===== src/rtl/ram_b_master_if.sv =====
// Request/response and RAM-port signals of the RAM_B initiator.
// The master modport is the initiator's view and the slave modport is the requester/RAM side.
interface ram_b_master_if #(
  parameter int ADDR_W = 20,
  parameter int LEN_W  = 5
);
  logic              req_valid;
  logic              req_ready;
  logic              req_we;
  logic [ADDR_W-1:0] req_addr;
  logic [LEN_W-1:0]  req_len;
  logic [31:0]       req_wdata;
  logic              rsp_valid;
  logic [31:0]       rsp_data;
  logic              rsp_err;
  logic              rsp_last;
  logic              busy;
  logic [ADDR_W-1:0] ram_addra;
  logic              ram_wea;
  logic [31:0]       ram_dina;
  logic [47:0]       ram_douta;

  modport master (
    input  req_valid, req_we, req_addr, req_len, req_wdata, ram_douta,
    output req_ready, rsp_valid, rsp_data, rsp_err, rsp_last, busy,
           ram_addra, ram_wea, ram_dina
  );

  modport slave (
    output req_valid, req_we, req_addr, req_len, req_wdata, ram_douta,
    input  req_ready, rsp_valid, rsp_data, rsp_err, rsp_last, busy,
           ram_addra, ram_wea, ram_dina
  );
endinterface


===== src/rtl/ram_b_master.sv =====
// Initiator for a RAM_B single-port memory that handles single-word writes and tag-checked burst reads.
// Read data returns two edges after each address is registered, so a 2-deep valid/last pipe tracks it.
//
// state    | meaning
// IDLE     | ready for a request
// WR       | write enable asserted for one cycle; the completion pulse follows
// RD_ISSUE | one read address per cycle until the last address has been presented
// RD_DRAIN | all addresses issued; waiting to capture the last word
module ram_b_master #(
  parameter logic [15:0] TAG    = 16'h0F37,
  parameter int          ADDR_W = 20,
  parameter int          LEN_W  = 5
) (
  input logic                clka,
  input logic                rst_n,
  ram_b_master_if.master     bus
);

  typedef enum logic [1:0] {IDLE, WR, RD_ISSUE, RD_DRAIN} state_t;

  state_t             r_state;
  state_t             w_state_nxt;
  logic               w_accept;
  logic               w_issue;
  logic               w_wr_done;
  logic               w_capture;
  logic               w_cap_last;
  logic               w_len_one;
  logic [LEN_W-1:0]   w_len_eff;

  logic               r_ready;
  logic [ADDR_W-1:0]  r_addr;
  logic               r_wea;
  logic [31:0]        r_dina;
  logic [LEN_W-1:0]   r_remain;
  logic [1:0]         r_pipe_v;
  logic [1:0]         r_pipe_l;
  logic               r_rsp_valid;
  logic [31:0]        r_rsp_data;
  logic               r_rsp_err;
  logic               r_rsp_last;

  assign w_len_one  = (bus.req_len <= LEN_W'(1));
  assign w_len_eff  = (bus.req_len == '0) ? LEN_W'(1) : bus.req_len;
  assign w_capture  = r_pipe_v[1];
  assign w_cap_last = r_pipe_v[1] & r_pipe_l[1];

  always_ff @(posedge clka or negedge rst_n) begin
    if (!rst_n) r_state <= IDLE;
    else        r_state <= w_state_nxt;
  end

  always_comb begin
    w_state_nxt = r_state;
    w_accept    = 1'b0;
    w_issue     = 1'b0;
    w_wr_done   = 1'b0;
    case (r_state)
      IDLE: begin
        if (bus.req_valid && r_ready) begin
          w_accept = 1'b1;
          if (bus.req_we)     w_state_nxt = WR;
          else if (w_len_one) w_state_nxt = RD_DRAIN;
          else                w_state_nxt = RD_ISSUE;
        end
      end
      WR: begin
        w_wr_done   = 1'b1;
        w_state_nxt = IDLE;
      end
      RD_ISSUE: begin
        w_issue = 1'b1;
        if (r_remain == LEN_W'(1)) w_state_nxt = RD_DRAIN;
      end
      RD_DRAIN: begin
        if (w_cap_last) w_state_nxt = IDLE;
      end
      default: w_state_nxt = IDLE;
    endcase
  end

  always_ff @(posedge clka or negedge rst_n) begin
    if (!rst_n) begin
      r_ready     <= 1'b1;
      r_addr      <= '0;
      r_wea       <= 1'b0;
      r_dina      <= '0;
      r_remain    <= '0;
      r_pipe_v    <= '0;
      r_pipe_l    <= '0;
      r_rsp_valid <= 1'b0;
      r_rsp_data  <= '0;
      r_rsp_err   <= 1'b0;
      r_rsp_last  <= 1'b0;
    end else begin
      r_pipe_v    <= {r_pipe_v[0], 1'b0};
      r_pipe_l    <= {r_pipe_l[0], 1'b0};
      r_rsp_valid <= 1'b0;
      r_rsp_data  <= '0;
      r_rsp_err   <= 1'b0;
      r_rsp_last  <= 1'b0;

      if (w_accept) begin
        r_addr  <= bus.req_addr;
        r_ready <= 1'b0;
        if (bus.req_we) begin
          r_dina <= bus.req_wdata;
          r_wea  <= 1'b1;
        end else begin
          r_remain    <= w_len_eff - LEN_W'(1);
          r_pipe_v[0] <= 1'b1;
          r_pipe_l[0] <= w_len_one;
        end
      end

      // r_remain counts addresses still to issue; reaching 1 marks the burst's final address.
      if (w_issue) begin
        r_addr      <= r_addr + ADDR_W'(1);
        r_remain    <= r_remain - LEN_W'(1);
        r_pipe_v[0] <= 1'b1;
        r_pipe_l[0] <= (r_remain == LEN_W'(1));
      end

      if (w_wr_done) begin
        r_wea       <= 1'b0;
        r_rsp_valid <= 1'b1;
        r_rsp_last  <= 1'b1;
        r_ready     <= 1'b1;
      end

      if (w_capture) begin
        r_rsp_valid <= 1'b1;
        r_rsp_data  <= bus.ram_douta[31:0];
        r_rsp_err   <= (bus.ram_douta[47:32] != TAG);
        r_rsp_last  <= r_pipe_l[1];
        if (r_pipe_l[1]) r_ready <= 1'b1;
      end
    end
  end

  assign bus.req_ready = r_ready;
  assign bus.busy      = ~r_ready;
  assign bus.rsp_valid = r_rsp_valid;
  assign bus.rsp_data  = r_rsp_data;
  assign bus.rsp_err   = r_rsp_err;
  assign bus.rsp_last  = r_rsp_last;
  assign bus.ram_addra = r_addr;
  assign bus.ram_wea   = r_wea;
  assign bus.ram_dina  = r_dina;

endmodule


===== src/flat_wrapper.sv =====
// flat-port wrapper written by rule: the top's interface ports become plain ports
module ram_b_master_flat 
#(
  parameter logic [15:0] TAG    = 16'h0F37,
  parameter int          ADDR_W = 20,
  parameter int          LEN_W  = 5
)
  (clka, rst_n, bus_req_valid, bus_req_we, bus_req_addr, bus_req_len, bus_req_wdata, bus_ram_douta, bus_req_ready, bus_rsp_valid, bus_rsp_data, bus_rsp_err, bus_rsp_last, bus_busy, bus_ram_addra, bus_ram_wea, bus_ram_dina);
  ram_b_master_if #(.ADDR_W(ADDR_W), .LEN_W(LEN_W)) bus_i ();
  input logic clka;
  input logic rst_n;
  input wire logic [$bits(bus_i.req_valid)-1:0] bus_req_valid;
  input wire logic [$bits(bus_i.req_we)-1:0] bus_req_we;
  input wire logic [$bits(bus_i.req_addr)-1:0] bus_req_addr;
  input wire logic [$bits(bus_i.req_len)-1:0] bus_req_len;
  input wire logic [$bits(bus_i.req_wdata)-1:0] bus_req_wdata;
  input wire logic [$bits(bus_i.ram_douta)-1:0] bus_ram_douta;
  output wire logic [$bits(bus_i.req_ready)-1:0] bus_req_ready;
  output wire logic [$bits(bus_i.rsp_valid)-1:0] bus_rsp_valid;
  output wire logic [$bits(bus_i.rsp_data)-1:0] bus_rsp_data;
  output wire logic [$bits(bus_i.rsp_err)-1:0] bus_rsp_err;
  output wire logic [$bits(bus_i.rsp_last)-1:0] bus_rsp_last;
  output wire logic [$bits(bus_i.busy)-1:0] bus_busy;
  output wire logic [$bits(bus_i.ram_addra)-1:0] bus_ram_addra;
  output wire logic [$bits(bus_i.ram_wea)-1:0] bus_ram_wea;
  output wire logic [$bits(bus_i.ram_dina)-1:0] bus_ram_dina;
  assign bus_i.req_valid = bus_req_valid;
  assign bus_i.req_we = bus_req_we;
  assign bus_i.req_addr = bus_req_addr;
  assign bus_i.req_len = bus_req_len;
  assign bus_i.req_wdata = bus_req_wdata;
  assign bus_i.ram_douta = bus_ram_douta;
  assign bus_req_ready = bus_i.req_ready;
  assign bus_rsp_valid = bus_i.rsp_valid;
  assign bus_rsp_data = bus_i.rsp_data;
  assign bus_rsp_err = bus_i.rsp_err;
  assign bus_rsp_last = bus_i.rsp_last;
  assign bus_busy = bus_i.busy;
  assign bus_ram_addra = bus_i.ram_addra;
  assign bus_ram_wea = bus_i.ram_wea;
  assign bus_ram_dina = bus_i.ram_dina;
  ram_b_master #(.TAG(TAG), .ADDR_W(ADDR_W), .LEN_W(LEN_W)) u_core (.clka(clka), .rst_n(rst_n), .bus(bus_i));
endmodule

===== config.mk =====
export PLATFORM = sky130hd
export DESIGN_NAME = ram_b_master_flat
export DESIGN_NICKNAME = d
export VERILOG_FILES = /design/src/rtl/ram_b_master_if.sv /design/src/rtl/ram_b_master.sv /design/src/flat_wrapper.sv
export SDC_FILE = /design/constraint.sdc
export NUM_CORES = 1
export LEC_CHECK = 0
export ABC_CLOCK_PERIOD_IN_PS = 2950
export CAP_MARGIN = 20
export CORE_MARGIN = 2
export CORE_UTILIZATION = 44
export DETAILED_ROUTE_END_ITERATION = 8
export PLACE_DENSITY_LB_ADDON = 0.25
export SYNTH_ARGS = -nofsm -noshare
export SYNTH_HDL_FRONTEND = slang
export SYNTH_SLANG_ARGS = --single-unit

===== constraint.sdc =====
create_clock -name clka -period 2.95 [get_ports clka]
set_clock_uncertainty 0.2 [all_clocks]
set_input_delay 0.885 -clock clka [delete_from_list [all_inputs] [get_ports clka]]
set_output_delay 0.885 -clock clka [all_outputs]
set_load 0.02 [all_outputs]

# Yosys cells after proc, flatten, opt, wreduce, memory -nomap -nowiden
# Index checks and enable logic that the tools add are counted.
# word_totals
register_bits,100
output_inout_bits,90
# classes
n_addsub,3
magnitude_cmp,1
eq_ne,9
mux,34
bitwise_logic,2
n_reduce_logical,10
# op_table
cell,n
$mux 20,2
$mux 32,1
$mux 1,22
$add 20x1->20 const B,1
$mux 5,4
$ne 16x12->1 const B,1
$sub 5x1->5 const B,2
$mux 2,4
$ne 2x1->1 const B,4
$pmux 2 s4,1
$reduce_and 2->1,3
$reduce_bool 2->1,3
$eq 5x1->1 const B,1
$le 5x1->1 const B,1
$logic_not 5->1,1
$eq 2x2->1 const B,2
$reduce_and 3->1,1
$eq 2x1->1 const B,1
$logic_not 2->1,1
$and 1x1->1,1
$logic_and 1x1->1,1
$not 1->1,1

# Depth between registers and ports, before layout
# Gate-level depths: netlist (run 1).
# logic_depth
ltp_word,7
mapped_depth,6
ltp_nobuf,6

# Worst setup path before layout (run 1)
# No wires, ideal clock.
# synth_timing
path_type,input-to-reg
startpoint,input bus_req_len[1]
endpoint,register u_core.r_remain[2]
setup_ns,0.126
arrival_ns,2.035
required_ns,2.624
path_slack_ns,0.589
stages,5
n_path_buf,0
path_cell_list,nor4_1 nor2_1 ha_1 xor2_1 a221o_1
# synth_between
elab_chain_len,6
# synth_rtl
element,line,source
from (decl),flat_wrapper.sv:15,input wire logic [$bits(bus_i.req_len)-1:0] bus_req_len;
$logic_not 5->1,ram_b_master.sv:44,assign w_len_eff = (bus.req_len == '0) ? LEN_W'(1) : bus.req_len;
$mux 5 *,ram_b_master.sv:44,
$sub 5x1->5 *,ram_b_master.sv:110,r_remain <= w_len_eff - LEN_W'(1);
$mux 5 *,ram_b_master.sv:106,if (bus.req_we) begin
$mux 5 *,ram_b_master.sv:103,if (w_accept) begin
$mux 5 *,ram_b_master.sv:117,if (w_issue) begin
to (signal assigned),ram_b_master.sv:110,
to (signal assigned),ram_b_master.sv:119,r_remain <= r_remain - LEN_W'(1);
to (decl),ram_b_master.sv:35,logic [LEN_W-1:0] r_remain;
# Every way passes the cells marked *; elsewhere a longest branch is shown, timed or not. The select of a mux whose other input is x is not followed.
# A chain may end at the register's enable or synchronous reset.

# Final worst setup path (run 1)
# layout_timing
startpoint,register u_core.r_ready (netlist: u_core.bus.req_ready)
endpoint,output bus_busy
# layout_between
elab_chain_len,1
# layout_rtl
element,line,source
from (decl),ram_b_master.sv:31,logic r_ready;
from (signal assigned),ram_b_master.sv:84,r_ready <= 1'b1;
from (signal assigned),ram_b_master.sv:105,r_ready <= 1'b0;
from (signal assigned),ram_b_master.sv:128,r_ready <= 1'b1;
$not 1->1,ram_b_master.sv:142,assign bus.busy = ~r_ready;
to (decl),flat_wrapper.sv:23,output wire logic [$bits(bus_i.busy)-1:0] bus_busy;
# Every way passes these cells.

==> results.md, run 1 <==
* H-tree Lvls at 3
* Initial cell density of the core at approximately 45%
* Hold-fix buffers at CTS at 0
* Worst hold path type: reg -> reg
* Post-synth cell types at 50
* Clock root buffer: clkbuf_8
* Total track usage at a little over a fifth
* Mapped cell area at between 4000 and 5000 um2
* Synth Register Bits at 100
* Cell taking the most area after synthesis: dfrtp_1
* Worst Tran Pin Value at 0.674 ns
* TritonCTS buffer count at 9
* Drt via density at about 5.1
* DRC viols at 0
* Layout area overhead at 56.5%
* Fin. max-slew vios at 0
* DP Cell Count at 667
* Max-Cap Viols at 0
* Core Area at between 9000 and 10000 um2
* Asr flop ratio synth at between 90% and 100%
* Critical Path RT at around 1.9 ns
* Die width at slightly above 100 um
* Leakage power at 2.96 nW
* DR WL/cell at roughly 16 um
* Mean post-synth cell area at between 10 and 15 um2
* Pwr/cell area at 372 nW/um2
* Fin nets at 662
* Die ar. at between 10000 and 15000 um2
* Starting DRT DRC Count at 109
* Final WL at 10.8 mm
* Remaining Overflow, GRT at 0
* Drt pass-1 iters at 4
* Postcts setup bufs at 0
* Storage cell area at roughly 2500 um2
* Peak supply drop at around 0.26 mV
* Global-route wire length before repair at between 15 and 20 mm
* Critical path data arrival time at between 1.5 and 2 ns
* Worst hold path depth at 0
* Post-Syn Nets at ~460
* CP Class: reg -> out
* Largest cells by area after synthesis: dfrtp_1 (59%), mux2_2 (8.6%), and2_1 (4.8%)
* Initial antenna violation count at 0
* Final Setup Violations at 0
* Final Cycle Share at around 92%
* RSZ-0062 raised after global routing: false
* Post-Synthesis Cells at between 300 and 400
* Clock latency at the later pin of the worst-skew pair at 0.36 ns
* Reg-to-reg startpoint: u_core.bus.ram_addra[0]
* Reg2reg end: u_core.bus.ram_addra[18]
* Final cell count without fillers at 683
* Fin crit period at around 2.7 ns
* Row count at 35
* CTS clk-pin slew, worst paths at approximately 0.09 ns
* CTS resizes at 0
* R2R setup slack at slightly below 0.7 ns
* Post-detail-place hpwl at 8.09 mm
* Critical Path End Type: output pin
* Setup TNS at 0 ns
* Share of layout cells above drive strength 1 at around 12%
* Vias in the first global route at about 3500
* Max transition margin at between 50% and 60%
* I/O Buffers at roughly 200
* Max Clock Freq at 0.370 GHz
* CP Launch Type: register
* Number of flops mapped to enable cells by yosys at 0
* Area of the multi-input gates at between 1500 and 2000 um2
* DRT antenna net count at 0
* Met3 Use GR at 4.21%
* Status: complete, no violations
* Top_reg_cell synth: dfrtp_1
* Antenna Cells at 0
* Worst-path fanout max at 6
* Reg2Reg Depth at 5
* RD Place Congestion at 0.841
* Fill cells at 708
* Most crowded layer after global routing: met2
* GR met1 Demand/Resource at approximately a quarter
* Largest net degree at the start of global routing at 45
* Synth warn at 0
* Vias at between 3000 and 4000
* Hold worst-path end: u_core.r_pipe_l[1]
* Most frequent cell after synthesis: dfrtp_1
* DIE HEIGHT at between 100 and 150 um
* Hold Startpoint: u_core.r_pipe_l[0]
* Clock Path Buffers at 2
* Clock sinks at 100
* Sequential cell area fraction in the yosys report at between 50% and 60%
* I/O pin total at a little under 200
* CTS tree: done
* Top-area cell type share of the netlist area at 59.0%
* Met2 usage at 35.6%
* Synth cell count leaders: dfrtp_1 (99), and2_1 (32), mux2_2 (32)
* Final Hold Viols at 0
-- layer usage --
layer	vias to the layer above	wire (um)
li1	1650	-
met1	1691	4530
met2	133	5380
met3	13	695
met4	0	146
met5	-	0
-- worst max path at each step --
stage / startpoint / to
final: u_core.bus.req_ready / bus_busy
after global routing: u_core.bus.req_ready / bus_busy
after CTS: u_core.bus.req_ready / bus_busy
after detailed placement: bus_req_len[3] / u_core.r_remain[2]
after global placement: bus_req_len[3] / u_core.r_remain[2]
after floorplan: bus_req_len[1] / u_core.r_remain[2]
-- stage by stage --
step / worst slack [ns] / hold slack [ns] / util, % / power, W / area [um2]
after floorplan: 0.589 / 0.131 / - / 0.00141 / 4200
after global placement: 0.159 / 0.136 / 69.0 / 0.00159 / 6370
after detailed placement: 0.00133 / 0.135 / 69.0 / 0.00159 / 6370
after CTS: 0.217 / 0.155 / 71.1 / 0.00247 / 6570
after global routing: 0.183 / 0.167 / 71.1 / 0.00253 / 6570
final: 0.245 / 0.155 / 71.1 / 0.00245 / 6570
-- cells by family (layout without fill, tap and decap cells) --
logic type / after synthesis / count (layout) / share of synthesized area, %
adders and majority gates: 4 / 4 / 1.19
AOI/OAI and AO/OA: 48 / 48 / 8.55
DFF: 100 / 100 / 59.6
and+or+nand+nor: 135 / 135 / 18.2
xor gates and xnor gates: 3 / 3 / 0.626
muxes: 34 / 34 / 9.06
buffers and inverters: 22 / 230 / 2.80
-- power breakdown --
| group | switching, W | total, W | leakage [nW] | internal [W] |
|---|---|---|---|---|
| logic | 0.0000548 | 0.000189 | 1.56 | 0.000134 |
| registers | 0 | 0.00137 | 1.31 | 0.00137 |
| clock network | 0.000485 | 0.000887 | 0.0910 | 0.000402 |
| total | 0.000540 | 0.00245 | 2.96 | 0.00191 |
-- sequential cells by signal (all words and copies together) (netlist names) --
name and flops:
u_core.bus.rsp_err 1, u_core.bus.rsp_last 1, u_core.bus.ram_addra 20, u_core.r_state 2, u_core.bus.ram_dina 32, u_core.bus.rsp_valid 1
u_core.r_pipe_v 2, u_core.bus.req_ready 1, u_core.bus.ram_wea 1, u_core.bus.rsp_data 32, u_core.r_pipe_l 2, u_core.r_remain 5
-- placed cells by master (no fill, tap or decap), types with 3 or more instances in the layout --
cell type	count
clkdlybuf4s50_1	197
dfrtp_1	99
and2_1	32
mux2_2	32
nand2_1	29
nor2_1	21
nand3_1	11
o211ai_1	10
nor3_1	9
clkbuf_8	9
o21ai_0	8
buf_4	8
inv_1	6
a221o_1	5
nor4_1	4
a21oi_1	4
o311ai_0	4
o22ai_1	4
and3_1	4
a211oi_1	4
ha_1	4
nand4b_1	3
nand2b_1	3
nand4_1	3
clkinvlp_4	3
buf_12	3
-- layout make-up --
| cell class | instances | share of cell area (%) |
|---|---|---|
| inverters | 6 | 0.343 |
| multi-input cells | 224 | 24.2 |
| flip-flops and latches | 100 | 38.1 |
| well taps | 129 | 2.46 |
| repair buffers | 208 | 31.8 |
| clock inverters | 6 | 1.10 |
| clock buffers | 10 | 1.94 |
-- worst max-delay path, cell delays in order (launching register included) --
cell	delay [ns]
dfstp_2	0.60
inv_1	0.08
clkdlybuf4s50_1	0.59
Note: power is estimated with default switching activity, not from simulation.
==> inputs of run 2 (changes only) <==
Settings changed: ABC_CLOCK_PERIOD_IN_PS 2950 to 2400, CORE_UTILIZATION 44 to 37.
Clock period 2.95 ns to 2.4 ns, I/O delays scaled along.
==> results.md, run 2 (same netlist as run 1, synthesis figures left out) <==
* Max Clock Freq at 0.423 GHz
* Critical path data arrival time at about 1.4 ns
* Vias at approximately 3500
* DRT antenna net count at 0
* Row count at 38
* Clock Path Buffers at 2
* Fin nets at between 600 and 700
* RSZ-0062 raised after global routing: false
* Total track usage at 19.0%
* DP Cell Count at 695
* Peak supply drop at 0.358 mV
* Final core occ at roughly 62%
* Postcts setup bufs at 0
* Leakage power at a little over 3 nW
* Global-route wire length before repair at 18.8 mm
* Initial cell density of the core at 38.4%
* Worst path depth at 1
* R2R setup slack at between 0.2 and 0.25 ns
* RD Place Congestion at 0.788
* TritonCTS buffer count at 9
* CP Launch Point: u_core.bus.ram_addra[2]
* Final Setup Violations at 0
* CTS clk-pin slew, worst paths at approximately 0.070 ns
* Die ar. at about 12000 um2
* Max-Cap Viols at 0
* Die width at 111 um
* Final WL at 11.5 mm
* CP Buf/Inv Count at 1
* Most frequent cells in the layout: clkdlybuf4s50_1 (189), dfrtp_1 (98), and2_1 (32), mux2_2 (32), nand2_1 (29)
* Vias in the first global route at 3650
* Worst-path cell chain: clkdlybuf4s50_1
* DR WL/cell at roughly 16 um
* Clock root buffer: clkbuf_16
* Critical Path End Type: output pin
* Share of layout cells above drive strength 1 at between 10% and 20%
* Max transition margin at slightly below 70%
* Clock latency at the later pin of the worst-skew pair at 0.34 ns
* Hold-fix buffers at CTS at 0
* Worst hold path type: in -> async
* Antenna Cells at 0
* DIE HEIGHT at between 100 and 150 um
* CP Launch Type: register
* Fin crit period at between 2 and 2.5 ns
* Post-detail-place hpwl at roughly 8.7 mm
* CP delay by family, top: buffers and inverters
* DRC viols at 0
* Pwr/cell area at between 400 and 500 nW/um2
* Worst setup margin at between 0.03 and 0.04 ns
* I/O Buffers at 198
* Layout area overhead at 62.1%
* Reg2Reg Depth at 5
* Drt via density at around 5
* Status: complete, no violations
* Starting DRT DRC Count at around 110
* CP Class: reg -> out
* Worst Tran Pin Value at between 0.4 and 0.5 ns
* Commonest non-fill, non-tap cell in the layout: clkdlybuf4s50_1
* Critical Path RT at 1.48 ns
* Reg-to-reg startpoint: u_core.bus.ram_addra[0]
* H-tree Lvls at 3
* Slowest CP cell: clkdlybuf4s50_1
* Clock sinks at 100
* Final cell count without fillers at approximately 710
* CP max stage delay at about 0.64 ns
* Remaining Overflow, GRT at 0
* Setup TNS at 0 ns
* Fin. max-slew vios at 0
* Storage cell area at 2500 um2
* I/O pin total at slightly below 200
* Critical Path Sink: bus_ram_addra[2]
* Drt pass-1 iters at 4
* Core Area at ~11000 um2
* Fill cells at ~910
* Area of the multi-input gates at ~1600 um2
* CTS tree: done
* Initial antenna violation count at 0
* Reg2reg end: u_core.bus.ram_addra[18]
* Final Hold Viols at 0
* Largest net degree at the start of global routing at 34
* Final hold slack at 0.129 ns
* Worst-path fanout max at 8
* Final Cycle Share at ~98%
* Place WS at -0.341 ns
==> run 2: cell count changes in the layout (fill, tap and decap cells not counted), moves of 2 or more <==
cell / change
buf_4: +17
clkbuf_16: +9
clkbuf_8: -9
clkdlybuf4s50_1: -8
clkinv_4: +3
clkinvlp_4: -2
dlygate4sd2_1: +5
dlymetal6s2s_1: +3
==> run 2: cell type report <==
class                      count  area share, %
clock buffer                   9           3.31
clock inverter                 7          0.900
inverter                       6          0.331
multi-input combinational    224           23.5
sequential                   100           36.8
tap                          140           2.57
timing repair buffer         225           32.6
==> run 2: layer usage <==
layer | share of wire (%) | track usage (%) | vias up
li1 | - | - | 1679
met1 | 43 | 23.2 | 1725
met2 | 51 | 33.3 | 122
met3 | 4.3 | 2.85 | 16
met4 | 2.1 | 8.33 | 0
met5 | 0 | 0 | -
==> run 2: per-stage QoR <==
stage | cell area, um2 | total power [W]
2_1_floorplan | 4200 | 0.00173
3_3_place_gp | 6520 | 0.00197
3_5_place_dp | 6520 | 0.00197
4_1_cts | 6800 | 0.00335
5_1_grt | 6810 | 0.00344
6_report | 6810 | 0.00331
==> run 2: repair_timing <==
item / 4_1_cts / 5_1_grt
resized for setup: 6 / 4
pin swaps: 0 / 0
endpoints found under the setup margin: 6 / 5
==> run 2: how the worst min path moves through the flow <==
stage	from	to	slack (ns)	cells past startpoint
after global routing	rst_n	u_core.bus.rsp_data[8]	0.16	1
after global placement	u_core.r_pipe_l[0]	u_core.r_pipe_l[1]	0.13	0
after floorplan	u_core.r_pipe_l[0]	u_core.r_pipe_l[1]	0.13	0
final	rst_n	u_core.bus.rsp_data[11]	0.13	1
after detailed placement	u_core.r_pipe_l[0]	u_core.r_pipe_l[1]	0.14	0
after CTS	rst_n	u_core.bus.rsp_data[11]	0.14	1
==> run 2: where the power goes <==
group          switching [W]  internal (W)  total [W]
clock               0.000657      0.000721    0.00138
sequential                 0       0.00168    0.00168
combinational      0.0000727      0.000177   0.000249
total               0.000730       0.00258    0.00331
==> variant, RTL diff (settings of run 1) <==
`TAG` is set to 16'h0F37 in 2 places; all go to 16'h079B.
--- a/src/rtl/ram_b_master.sv
+++ b/src/rtl/ram_b_master.sv
@@ -8,5 +8,5 @@
 // RD_DRAIN | all addresses issued; waiting to capture the last word
 module ram_b_master #(
-  parameter logic [15:0] TAG    = 16'h0F37,
+  parameter logic [15:0] TAG    = 16'h079B,
   parameter int          ADDR_W = 20,
   parameter int          LEN_W  = 5
--- a/src/flat_wrapper.sv
+++ b/src/flat_wrapper.sv
@@ -2,5 +2,5 @@
 module ram_b_master_flat 
 #(
-  parameter logic [15:0] TAG    = 16'h0F37,
+  parameter logic [15:0] TAG    = 16'h079B,
   parameter int          ADDR_W = 20,
   parameter int          LEN_W  = 5
Function: changed (Yosys sat finds a counterexample within 4 cycles, from zero or initial values and one cycle with rst_n low).
==> variant against run 1 <==
- die area shrank 0.43%
- sequential cell count unchanged
- wire length grew 0.61%
- synthesized cell count up 1.7%
- cell area down 0.19%
- sequential share of layout area rose by 0.073 points
- utilization shrank 0.14 points
- worst setup slack gained 0.019 ns
- area after synthesis fell by 0.45%
- via count rose by 1.5%
- final cell count grew 0.73%
Power is not compared: it rests on default switching activity, and its combinational part moved more than twofold at a synthesized area within 25%.
==> variant: results (changes against run 1) <==
[clocking]
cts_setup_buffers=0  ; unchanged
cts_resized=0  ; unchanged
cts_buffer_depth=2  ; unchanged
htreeDepth=3  ; unchanged
cts_root_buf=clkbuf_8
cts_buffers=9  ; unchanged
clkLatencyLatePin_ns=0.35
cts.clk_slew.worst_paths_ns=0.10

[synth]
postSynthCellCount=352  ; +1.7%
synth_cell_types=53  ; +6.0%
ys_seq_area_share_pct=59.9  ; +0.27 points
synth_area_leaders=dfrtp_1 59%, mux2_2 8.6%, and2_1 4.8%
synth_commonest_cells=99 x dfrtp_1, 33 x nand2_1, 32 x and2_1, 32 x mux2_2, 19 x nor2_1
yosys_warnings=0  ; unchanged
synthArstFlopShare_pct=100  ; unchanged
syn_nets=465  ; +1.3%

[global_routing]
grt.total_usage_pct=20.8  ; about the same
grt_max_degree=45  ; unchanged
first_global_vias=3509  ; +1.1%
antenna_found_initial=0  ; unchanged
grt_first_pass_wirelength_um=16800  ; -0.33%

[critical_path]
crit_fanout=5  ; -1
r2r_slack_ns=0.59  ; -0.10 ns
rr_startpoint=u_core.bus.ram_addra[5]
critical_path.startpoint=u_core.bus.req_ready
reg2reg_depth=4  ; -1
crit-reg2reg-capture=u_core.bus.ram_addra[19]
cp-endpoint=bus_busy
worstPathArrival_ns=1.60  ; -0.02 ns

[power]
static-leakage-power_uw=0.00275
irDropWorstVdd_v=0.000464

[route]
vias_per_cell=5.15  ; +0.81%
routed_wl_um=10800  ; +0.61%
drtPass1Iterations=4  ; unchanged
wl_per_cell_um=15.7  ; -0.12%
drt_iter0_drc=120  ; +10%

[place]
dp_hpwl_um=8170  ; +0.95%
gp_congestion=0.785  ; -6.7%
port_buffers=198  ; unchanged
postPlaceCellArea_um2=6350  ; -0.43%

[hold_path]
hp-class=reg2reg

[final_layout]
drive_above_1_share_pct=11.8  ; -0.47 points
fill_cells=690  ; -2.5%
final_nets=667  ; +0.76%
antenna_cells=0  ; unchanged

[outcome]
outcome=completed

[sta]
worstMarginPinSlew_ns=0.822  ; +0.148 ns

==> variant: critical path, cell delays in order, from the launching register on <==
cell             delay (ns)
dfstp_2                0.58
inv_1                  0.07
clkdlybuf4s50_1        0.60
==> variant: layer usage <==
metal | GRT usage [%] | vias to the layer above | wire, um
li1 | - | 1656 | -
met2 | 36.6 | 153 | 5520
met4 | 8.00 | 0 | 235
met5 | 0 | - | 0
met3 | 3.52 | 19 | 707
met1 | 25.6 | 1713 | 4350
==> variant: power breakdown <==
group | switching, uW | internal [uW]
Sequential | 422 | 1870
Combinational | 1250 | 1370
Clock | 508 | 415
Total | 2180 | 3660
==> variant: per-stage QoR <==
stage	hold WS (ns)	power, uW	setup slack (ns)
detailed placement	0.135	4980	0.0410
global route	0.165	6200	0.206
finish	0.155	5840	0.264
global placement	0.132	4890	0.161
floorplan	0.131	3620	0.607
CTS	0.157	5910	0.240
==> variant: logic make-up (layout without fill, tap and decap cells) <==
logic type | after synthesis | in the layout | share of synthesized area, %
AO/OA/AOI/OAI | 54 | 54 | 9.34
XOR/XNOR | 2 | 2 | 0.419
adder cells (fa/ha/maj) | 4 | 4 | 1.20
buffers and inverters | 24 | 231 | 2.45
flip-flops | 100 | 100 | 59.9
multiplexers | 33 | 33 | 8.86
AND/OR/NAND/NOR | 135 | 135 | 17.9
==> variant: area by class of cell <==
class	count	area, um^2	area share, %
clock inverter	7	91.3	1.39
multi-input combinational	228	1580	24.0
clock buffer	9	124	1.89
inverter	7	26.3	0.400
sequential	100	2500	38.2
tap	129	161	2.46
timing repair buffer	208	2080	31.7
==> variant: how the worst min path moves through the flow <==
| stage | startpoint | endpoint | slack (ns) | depth (start not counted) |
|---|---|---|---|---|
| finish | u_core.r_pipe_l[0] | u_core.r_pipe_l[1] | 0.15 | 0 |
| global route | u_core.r_pipe_l[0] | u_core.r_pipe_l[1] | 0.16 | 0 |
| CTS | u_core.r_pipe_l[0] | u_core.r_pipe_l[1] | 0.16 | 0 |
| detailed placement | u_core.r_pipe_l[0] | u_core.r_pipe_l[1] | 0.13 | 0 |
| global placement | u_core.r_pipe_v[0] | u_core.r_pipe_v[1] | 0.13 | 0 |
| floorplan | u_core.r_pipe_l[0] | u_core.r_pipe_l[1] | 0.13 | 0 |
